**config.mk**
```make
export PLATFORM = sky130hd
export DESIGN_NAME = multi_cycle_control
export DESIGN_NICKNAME = d
export VERILOG_FILES = /design/src/rtl/multi_cycle_control_pkg.sv /design/src/rtl/multi_cycle_control_decode.sv /design/src/rtl/multi_cycle_control.sv
export SDC_FILE = /design/constraint.sdc
export NUM_CORES = 1
export LEC_CHECK = 0
export CAP_MARGIN = 0
export CORE_MARGIN = 3
export CORE_UTILIZATION = 43
export CTS_BUF_LIST = sky130_fd_sc_hd__clkbuf_4 sky130_fd_sc_hd__clkbuf_8 sky130_fd_sc_hd__clkbuf_16
export DETAILED_ROUTE_END_ITERATION = 7
export PLACE_DENSITY = 0.85
export SYNTH_ARGS = -nofsm -noshare
export SYNTH_HDL_FRONTEND = slang
export SYNTH_SLANG_ARGS = --single-unit
```
**constraint.sdc**
```tcl
create_clock -name CLK -period 2.5 [get_ports CLK]
set_input_delay 0.5 -clock CLK [delete_from_list [all_inputs] [get_ports CLK]]
set_output_delay 0.5 -clock CLK [all_outputs]
set_load 0.02 [all_outputs]
```
**src/rtl/multi_cycle_control_pkg.sv**
```systemverilog
// ---------------------------------------------------------------------------
// control_defs
// Shared definitions for the multi-cycle control unit, the datapath and the
// bench: instruction opcodes, FSM state encodings, the select codes for
// ALUOp / RegDst / PCSrc, the bundled control-word struct, and small opcode
// classification helpers.
// ---------------------------------------------------------------------------
package control_defs;

  // Opcodes (instruction[31:26])
  localparam logic [5:0] OP_ADD   = 6'b000000;
  localparam logic [5:0] OP_SUB   = 6'b000001;
  localparam logic [5:0] OP_ADDIU = 6'b000010;
  localparam logic [5:0] OP_AND   = 6'b010000;
  localparam logic [5:0] OP_ORI   = 6'b010010;
  localparam logic [5:0] OP_SLTI  = 6'b100111;
  localparam logic [5:0] OP_SW    = 6'b110000;
  localparam logic [5:0] OP_LW    = 6'b110001;
  localparam logic [5:0] OP_BEQ   = 6'b110100;
  localparam logic [5:0] OP_BNE   = 6'b110101;
  localparam logic [5:0] OP_J     = 6'b111000;
  localparam logic [5:0] OP_JR    = 6'b111001;
  localparam logic [5:0] OP_JAL   = 6'b111010;
  localparam logic [5:0] OP_HALT  = 6'b111111;

  // FSM states; the encoding is visible on the debug port
  typedef enum logic [2:0] {
    S_IF     = 3'b000,
    S_ID     = 3'b001,
    S_EXE_LS = 3'b010,
    S_MEM    = 3'b011,
    S_WB_LD  = 3'b100,
    S_EXE_BR = 3'b101,
    S_EXE_AL = 3'b110,
    S_WB_AL  = 3'b111
  } state_t;

  // ALU operation codes
  localparam logic [2:0] ALU_ADD = 3'b000;
  localparam logic [2:0] ALU_SUB = 3'b001;
  localparam logic [2:0] ALU_OR  = 3'b011;
  localparam logic [2:0] ALU_AND = 3'b100;
  localparam logic [2:0] ALU_SLT = 3'b110;

  // Write-register select codes
  localparam logic [1:0] REG_DST_RA = 2'b00;
  localparam logic [1:0] REG_DST_RT = 2'b01;
  localparam logic [1:0] REG_DST_RD = 2'b10;

  // Next-PC select codes
  localparam logic [1:0] PC_SRC_NEXT   = 2'b00;
  localparam logic [1:0] PC_SRC_BRANCH = 2'b01;
  localparam logic [1:0] PC_SRC_RS     = 2'b10;
  localparam logic [1:0] PC_SRC_JUMP   = 2'b11;

  // Full control word produced by the decoder
  typedef struct packed {
    logic       pcWre;
    logic       irWre;
    logic       regWre;
    logic [1:0] regDst;
    logic       wrRegDSrc;
    logic       dbDataSrc;
    logic       aluSrcB;
    logic       extSel;
    logic [2:0] aluOp;
    logic [1:0] pcSrc;
    logic       mRD;
    logic       mWR;
  } ctrl_t;

  function automatic logic isAluGroup(input logic [5:0] op);
    return (op == OP_ADD) || (op == OP_SUB) || (op == OP_ADDIU) ||
           (op == OP_AND) || (op == OP_ORI) || (op == OP_SLTI);
  endfunction

  // Register-register ALU ops write rd; the immediate forms write rt
  function automatic logic isRType(input logic [5:0] op);
    return (op == OP_ADD) || (op == OP_SUB) || (op == OP_AND);
  endfunction

  function automatic logic isLoadStore(input logic [5:0] op);
    return (op == OP_LW) || (op == OP_SW);
  endfunction

  function automatic logic isBranch(input logic [5:0] op);
    return (op == OP_BEQ) || (op == OP_BNE);
  endfunction

  function automatic logic isKnown(input logic [5:0] op);
    return isAluGroup(op) || isLoadStore(op) || isBranch(op) ||
           (op == OP_J) || (op == OP_JR) || (op == OP_JAL) || (op == OP_HALT);
  endfunction

endpackage

```
**src/rtl/multi_cycle_control_decode.sv**
```systemverilog
// ---------------------------------------------------------------------------
// control_decode
// Purely combinational map from (state, opcode, zero) to the full datapath
// control word. Enables are only raised in the state that owns them; the
// operand/ALU selects follow the opcode alone.
//   state   in  3  current FSM state
//   opcode  in  6  registered instruction opcode
//   zero    in  1  ALU zero flag (only meaningful in EXE_BR)
//   ctrl    out    control word (see control_defs::ctrl_t)
// ---------------------------------------------------------------------------
module control_decode
  import control_defs::*;
(
  input  state_t     state,
  input  logic [5:0] opcode,
  input  logic       zero,
  output ctrl_t      ctrl
);

  logic branchTaken;

  assign branchTaken = ((opcode == OP_BEQ) &&  zero) ||
                       ((opcode == OP_BNE) && !zero);

  always_comb begin
    ctrl           = '0;
    ctrl.wrRegDSrc = 1'b1;
    ctrl.extSel    = (opcode != OP_ORI);
    ctrl.aluSrcB   = (opcode == OP_ADDIU) || (opcode == OP_ORI) ||
                     (opcode == OP_SLTI)  || isLoadStore(opcode);
    case (opcode)
      OP_SUB, OP_BEQ, OP_BNE: ctrl.aluOp = ALU_SUB;
      OP_AND:                 ctrl.aluOp = ALU_AND;
      OP_ORI:                 ctrl.aluOp = ALU_OR;
      OP_SLTI:                ctrl.aluOp = ALU_SLT;
      default:                ctrl.aluOp = ALU_ADD;
    endcase

    case (state)
      S_IF: ctrl.irWre = 1'b1;

      // Jumps and unknown opcodes retire in ID; HALT deliberately leaves
      // the PC alone so the same word is fetched again.
      S_ID: begin
        if ((opcode == OP_J) || (opcode == OP_JAL)) ctrl.pcSrc = PC_SRC_JUMP;
        else if (opcode == OP_JR)                   ctrl.pcSrc = PC_SRC_RS;
        if ((opcode == OP_J) || (opcode == OP_JR) || (opcode == OP_JAL) ||
            !isKnown(opcode))
          ctrl.pcWre = 1'b1;
        if (opcode == OP_JAL) begin
          ctrl.regWre    = 1'b1;
          ctrl.regDst    = REG_DST_RA;
          ctrl.wrRegDSrc = 1'b0;
        end
      end

      S_EXE_BR: begin
        ctrl.pcWre = 1'b1;
        ctrl.pcSrc = branchTaken ? PC_SRC_BRANCH : PC_SRC_NEXT;
      end

      S_MEM: begin
        if (opcode == OP_LW) ctrl.mRD = 1'b1;
        if (opcode == OP_SW) begin
          ctrl.mWR   = 1'b1;
          ctrl.pcWre = 1'b1;
        end
      end

      S_WB_AL: begin
        ctrl.regWre = 1'b1;
        ctrl.pcWre  = 1'b1;
        ctrl.regDst = isRType(opcode) ? REG_DST_RD : REG_DST_RT;
      end

      S_WB_LD: begin
        ctrl.regWre    = 1'b1;
        ctrl.pcWre     = 1'b1;
        ctrl.regDst    = REG_DST_RT;
        ctrl.dbDataSrc = 1'b1;
      end

      default: ;
    endcase
  end

endmodule

```
**src/rtl/multi_cycle_control.sv**
```systemverilog
// ---------------------------------------------------------------------------
// multi_cycle_control
// Multi-cycle CPU control unit: holds the IF/ID/EXE/MEM/WB state register
// and next-state logic, and exposes the decoded datapath controls.
//   CLK        in   system clock (rising edge)
//   Reset      in   asynchronous active-high reset, state -> IF
//   opcode     in   instruction[31:26] from the instruction register
//   zero       in   ALU zero flag, used in EXE_BR
//   state      out  current state (debug)
//   PCWre, IRWre, RegWre, mRD, mWR           out  enables
//   RegDst, WrRegDSrc, DBDataSrc, ALUSrcB,
//   ExtSel, ALUOp, PCSrc                     out  selects
// ---------------------------------------------------------------------------
module multi_cycle_control
  import control_defs::*;
(
  input  logic       CLK,
  input  logic       Reset,
  input  logic [5:0] opcode,
  input  logic       zero,
  output logic [2:0] state,
  output logic       PCWre,
  output logic       IRWre,
  output logic       RegWre,
  output logic [1:0] RegDst,
  output logic       WrRegDSrc,
  output logic       DBDataSrc,
  output logic       ALUSrcB,
  output logic       ExtSel,
  output logic [2:0] ALUOp,
  output logic [1:0] PCSrc,
  output logic       mRD,
  output logic       mWR
);

  state_t curState;
  state_t nextState;
  ctrl_t  ctrlDec;
  ctrl_t  ctrlOut;

  always_comb begin
    nextState = S_IF;
    case (curState)
      S_IF: nextState = S_ID;
      S_ID: begin
        if (isAluGroup(opcode))       nextState = S_EXE_AL;
        else if (isLoadStore(opcode)) nextState = S_EXE_LS;
        else if (isBranch(opcode))    nextState = S_EXE_BR;
        else                          nextState = S_IF;
      end
      S_EXE_AL: nextState = S_WB_AL;
      S_EXE_LS: nextState = S_MEM;
      S_MEM:    nextState = (opcode == OP_LW) ? S_WB_LD : S_IF;
      default:  nextState = S_IF;
    endcase
  end

  always_ff @(posedge CLK or posedge Reset) begin
    if (Reset) curState <= S_IF;
    else       curState <= nextState;
  end

  control_decode uDecode (
    .state  (curState),
    .opcode (opcode),
    .zero   (zero),
    .ctrl   (ctrlDec)
  );

  // While Reset is held the state already reads IF, but IF would raise
  // IRWre; everything is forced quiet until Reset drops.
  always_comb begin
    ctrlOut = Reset ? '0 : ctrlDec;
  end

  assign state     = curState;
  assign PCWre     = ctrlOut.pcWre;
  assign IRWre     = ctrlOut.irWre;
  assign RegWre    = ctrlOut.regWre;
  assign RegDst    = ctrlOut.regDst;
  assign WrRegDSrc = ctrlOut.wrRegDSrc;
  assign DBDataSrc = ctrlOut.dbDataSrc;
  assign ALUSrcB   = ctrlOut.aluSrcB;
  assign ExtSel    = ctrlOut.extSel;
  assign ALUOp     = ctrlOut.aluOp;
  assign PCSrc     = ctrlOut.pcSrc;
  assign mRD       = ctrlOut.mRD;
  assign mWR       = ctrlOut.mWR;

endmodule

```
==> run metrics <==
diode count=0; Clock Power Share=between 10% and 20%; Synth top area share=roughly an eighth; largest net degree at the start of global routing=10; Placed Area=1030 um2; Worst Skew=about 0.0095 ns; Rows=12; initial antenna violation count=0; Logic pwr share=between 60% and 70%; ANT nets after route=0; clk sinks=3; clk_lat worst skew=~0.24 ns; period utilization=a little under 100%; most instantiated cells after synthesis=nor2_1 (11), a21oi_1 (9), nand2_1 (8), inv_1 (6), nor4_1 (5); CTS clk-pin slew, worst paths=around 0.04 ns; Initial DRC Count=61; DIE AREA=approximately 1900 um2; Fin. Hold Viols=0; worst path arrival time=a little under 2 ns; CTS tree=yes; status=finished clean; Core Region=1220 um2; FF+latch count, synth=3; sequential power share=16.3%; Vias/cell=6.73; Pint=about 0.30 mW; global route total overflow=0; Max FO, Critical Path=3; Max Transition Viols Final=0; worst hold start=state[1]; Post-Synthesis Cell Area=~600 um2; max reg flops=3; synth top area cells=dfrtp_1 (12%), a21oi_1 (7.5%), nor2_1 (6.8%), nor4_1 (5.2%), nand2_1 (5.0%); total negative slack=0 ns; DR WL/cell=~19 um; synth unique cells=38; hold_buf cts=0; placed insts=150; Max-Cap Viols=0; Worst setup EP type=output port; Synth Area per Inst=between 6 and 7 um2; minimum clock period=~2.5 ns; most common cell in the netlist=nor2_1; Final Instance Count excl. Fillers=about 150; Placer Congestion=a little over 0.9; Leakage=0.506 nW; Worst setup SP type=primary input; Die Span Y=43.5 um; Max IR drop VDD=about 560 uV; Initial Utilization=between 40% and 50%; ys async rst share=100%; Area Overhead vs Synth=81.6%; CTS Buffer Depth=2; crit path from=opcode[1]; Worst EP required=approximately 2.0 ns; Final HPWL DP=between 1.5 and 2 mm; vias in the first global route=a little over 1000; Remaining DRCs=0; layout cells sized above 1=40.0%; vias=1036; CTS root buffer=clkbuf_4; Tot Pwr=around 0.56 mW; FF-to-FF Start=state[2]; die width=between 40 and 50 um; Cell Pwr Density=~510 nW/um2; final WL=~2.9 mm; Final Instance Area=1100 um2; Num CTS Buffers=3; f_max=a little over 400 MHz; post-synthesis net count=100; area leader, netlist=dfrtp_1; Post-synth EDFFs=0; Hold WS=0.708 ns; CP Class=in2out; Hold Crit Class=reg2reg; Post-Syn Instances=between 90 and 100; Worst slew margin=77.7%; FILL cells=50; top_reg_cell synth=dfrtp_1; Worst-Margin Slew=0.332 ns; sequential share of the synthesized area=12.4%; All-Layer GR Usage=roughly a third; Switching Share=about 47%; first-pass GRT wire length=about 4.6 mm; YS warnings=0; H-tree level count=1; Ports=28; layout net count=150; Buffers on Ports=27; First-pass DRT Iterations=6; Net Switching=~0.26 mW; Setup Viol. Count Final=0
==> power by group through the flow <==
stage          sequential (mW)  clock, mW  combinational (mW)
2_1_floorplan            0.104          0               0.169
3_3_place_gp            0.0878          0               0.328
3_5_place_dp            0.0886          0               0.338
4_1_cts                 0.0877     0.0970               0.339
5_1_grt                 0.0937      0.102               0.385
6_report                0.0905     0.0979               0.367
==> worst max-delay path, cell delays in order <==
cell	delay, ns
clkdlybuf4s50_1	0.45
or3b_4	0.43
a21oi_2	0.16
nor3_1	0.05
o22ai_1	0.18
buf_4	0.17
==> through the flow <==
| step | setup slack (ns) | util [%] |
|---|---|---|
| 2_1_floorplan | 0.270 | - |
| 3_3_place_gp | -0.431 | 85.0 |
| 3_5_place_dp | -0.506 | 85.0 |
| 4_1_cts | -0.110 | 86.8 |
| 5_1_grt | -0.0389 | 90.2 |
| 6_report | 0.0431 | 90.2 |
==> per-layer routing <==
metal | global-route usage (%) | routed length (um) | up-vias
met5 | 0 | 0 | -
met4 | 18.1 | 193 | 0
li1 | - | - | 436
met3 | 8.71 | 313 | 32
met2 | 51.3 | 1420 | 99
met1 | 37.5 | 947 | 469
==> final timing paths <==
| check | endpoint | cells past startpoint | slack, ns |
|---|---|---|---|
| worst max-delay path | PCWre | 6 | 0.04 |
| worst min-delay path | state[0] | 2 | 0.71 |
| worst max register to register | state[2] | 4 | 1.11 |
| worst min register to register | state[0] | 2 | 0.71 |
| max in group asynchronous | state[0] | 3 | 1.62 |
| min in group asynchronous | state[1] | 3 | 0.77 |
==> cell families after synthesis <==
kind of cell | count (synthesis) | synth area share (%)
buffers and inverters | 13 | 11.4
xor gates and xnor gates | 1 | 1.45
AOI/OAI and AO/OA | 25 | 28.2
and+or+nand+nor | 49 | 46.6
DFF | 3 | 12.4
==> repair_timing <==
| item | 4_1_cts | 5_1_grt |
|---|---|---|
| resized for setup | 54 | 23 |
| pin swaps | 0 | 1 |
| setup endpoints to repair | 15 | 15 |
| buffers inserted | 0 | 0 |
==> layout make-up <==
class                      instances  area [um2]  area share [%]
tap                               14        17.5            1.60
multi-input combinational         75         517            47.1
clock buffer                       4        30.0            2.74
sequential                         3        75.1            6.84
timing repair buffer              52         435            39.7
inverter                           6        22.5            2.05
==> cells in the final DEF, fill, tap and decap left out, types with 5 or more instances in the layout <==
cell              n
buf_4            24
nor2_1            9
nand2_1           8
clkdlybuf4s50_1   7
inv_1             6
a21oi_1           6
buf_2             6
dlygate4sd2_1     5
No activity file was read; power rests on OpenSTA's default activity.
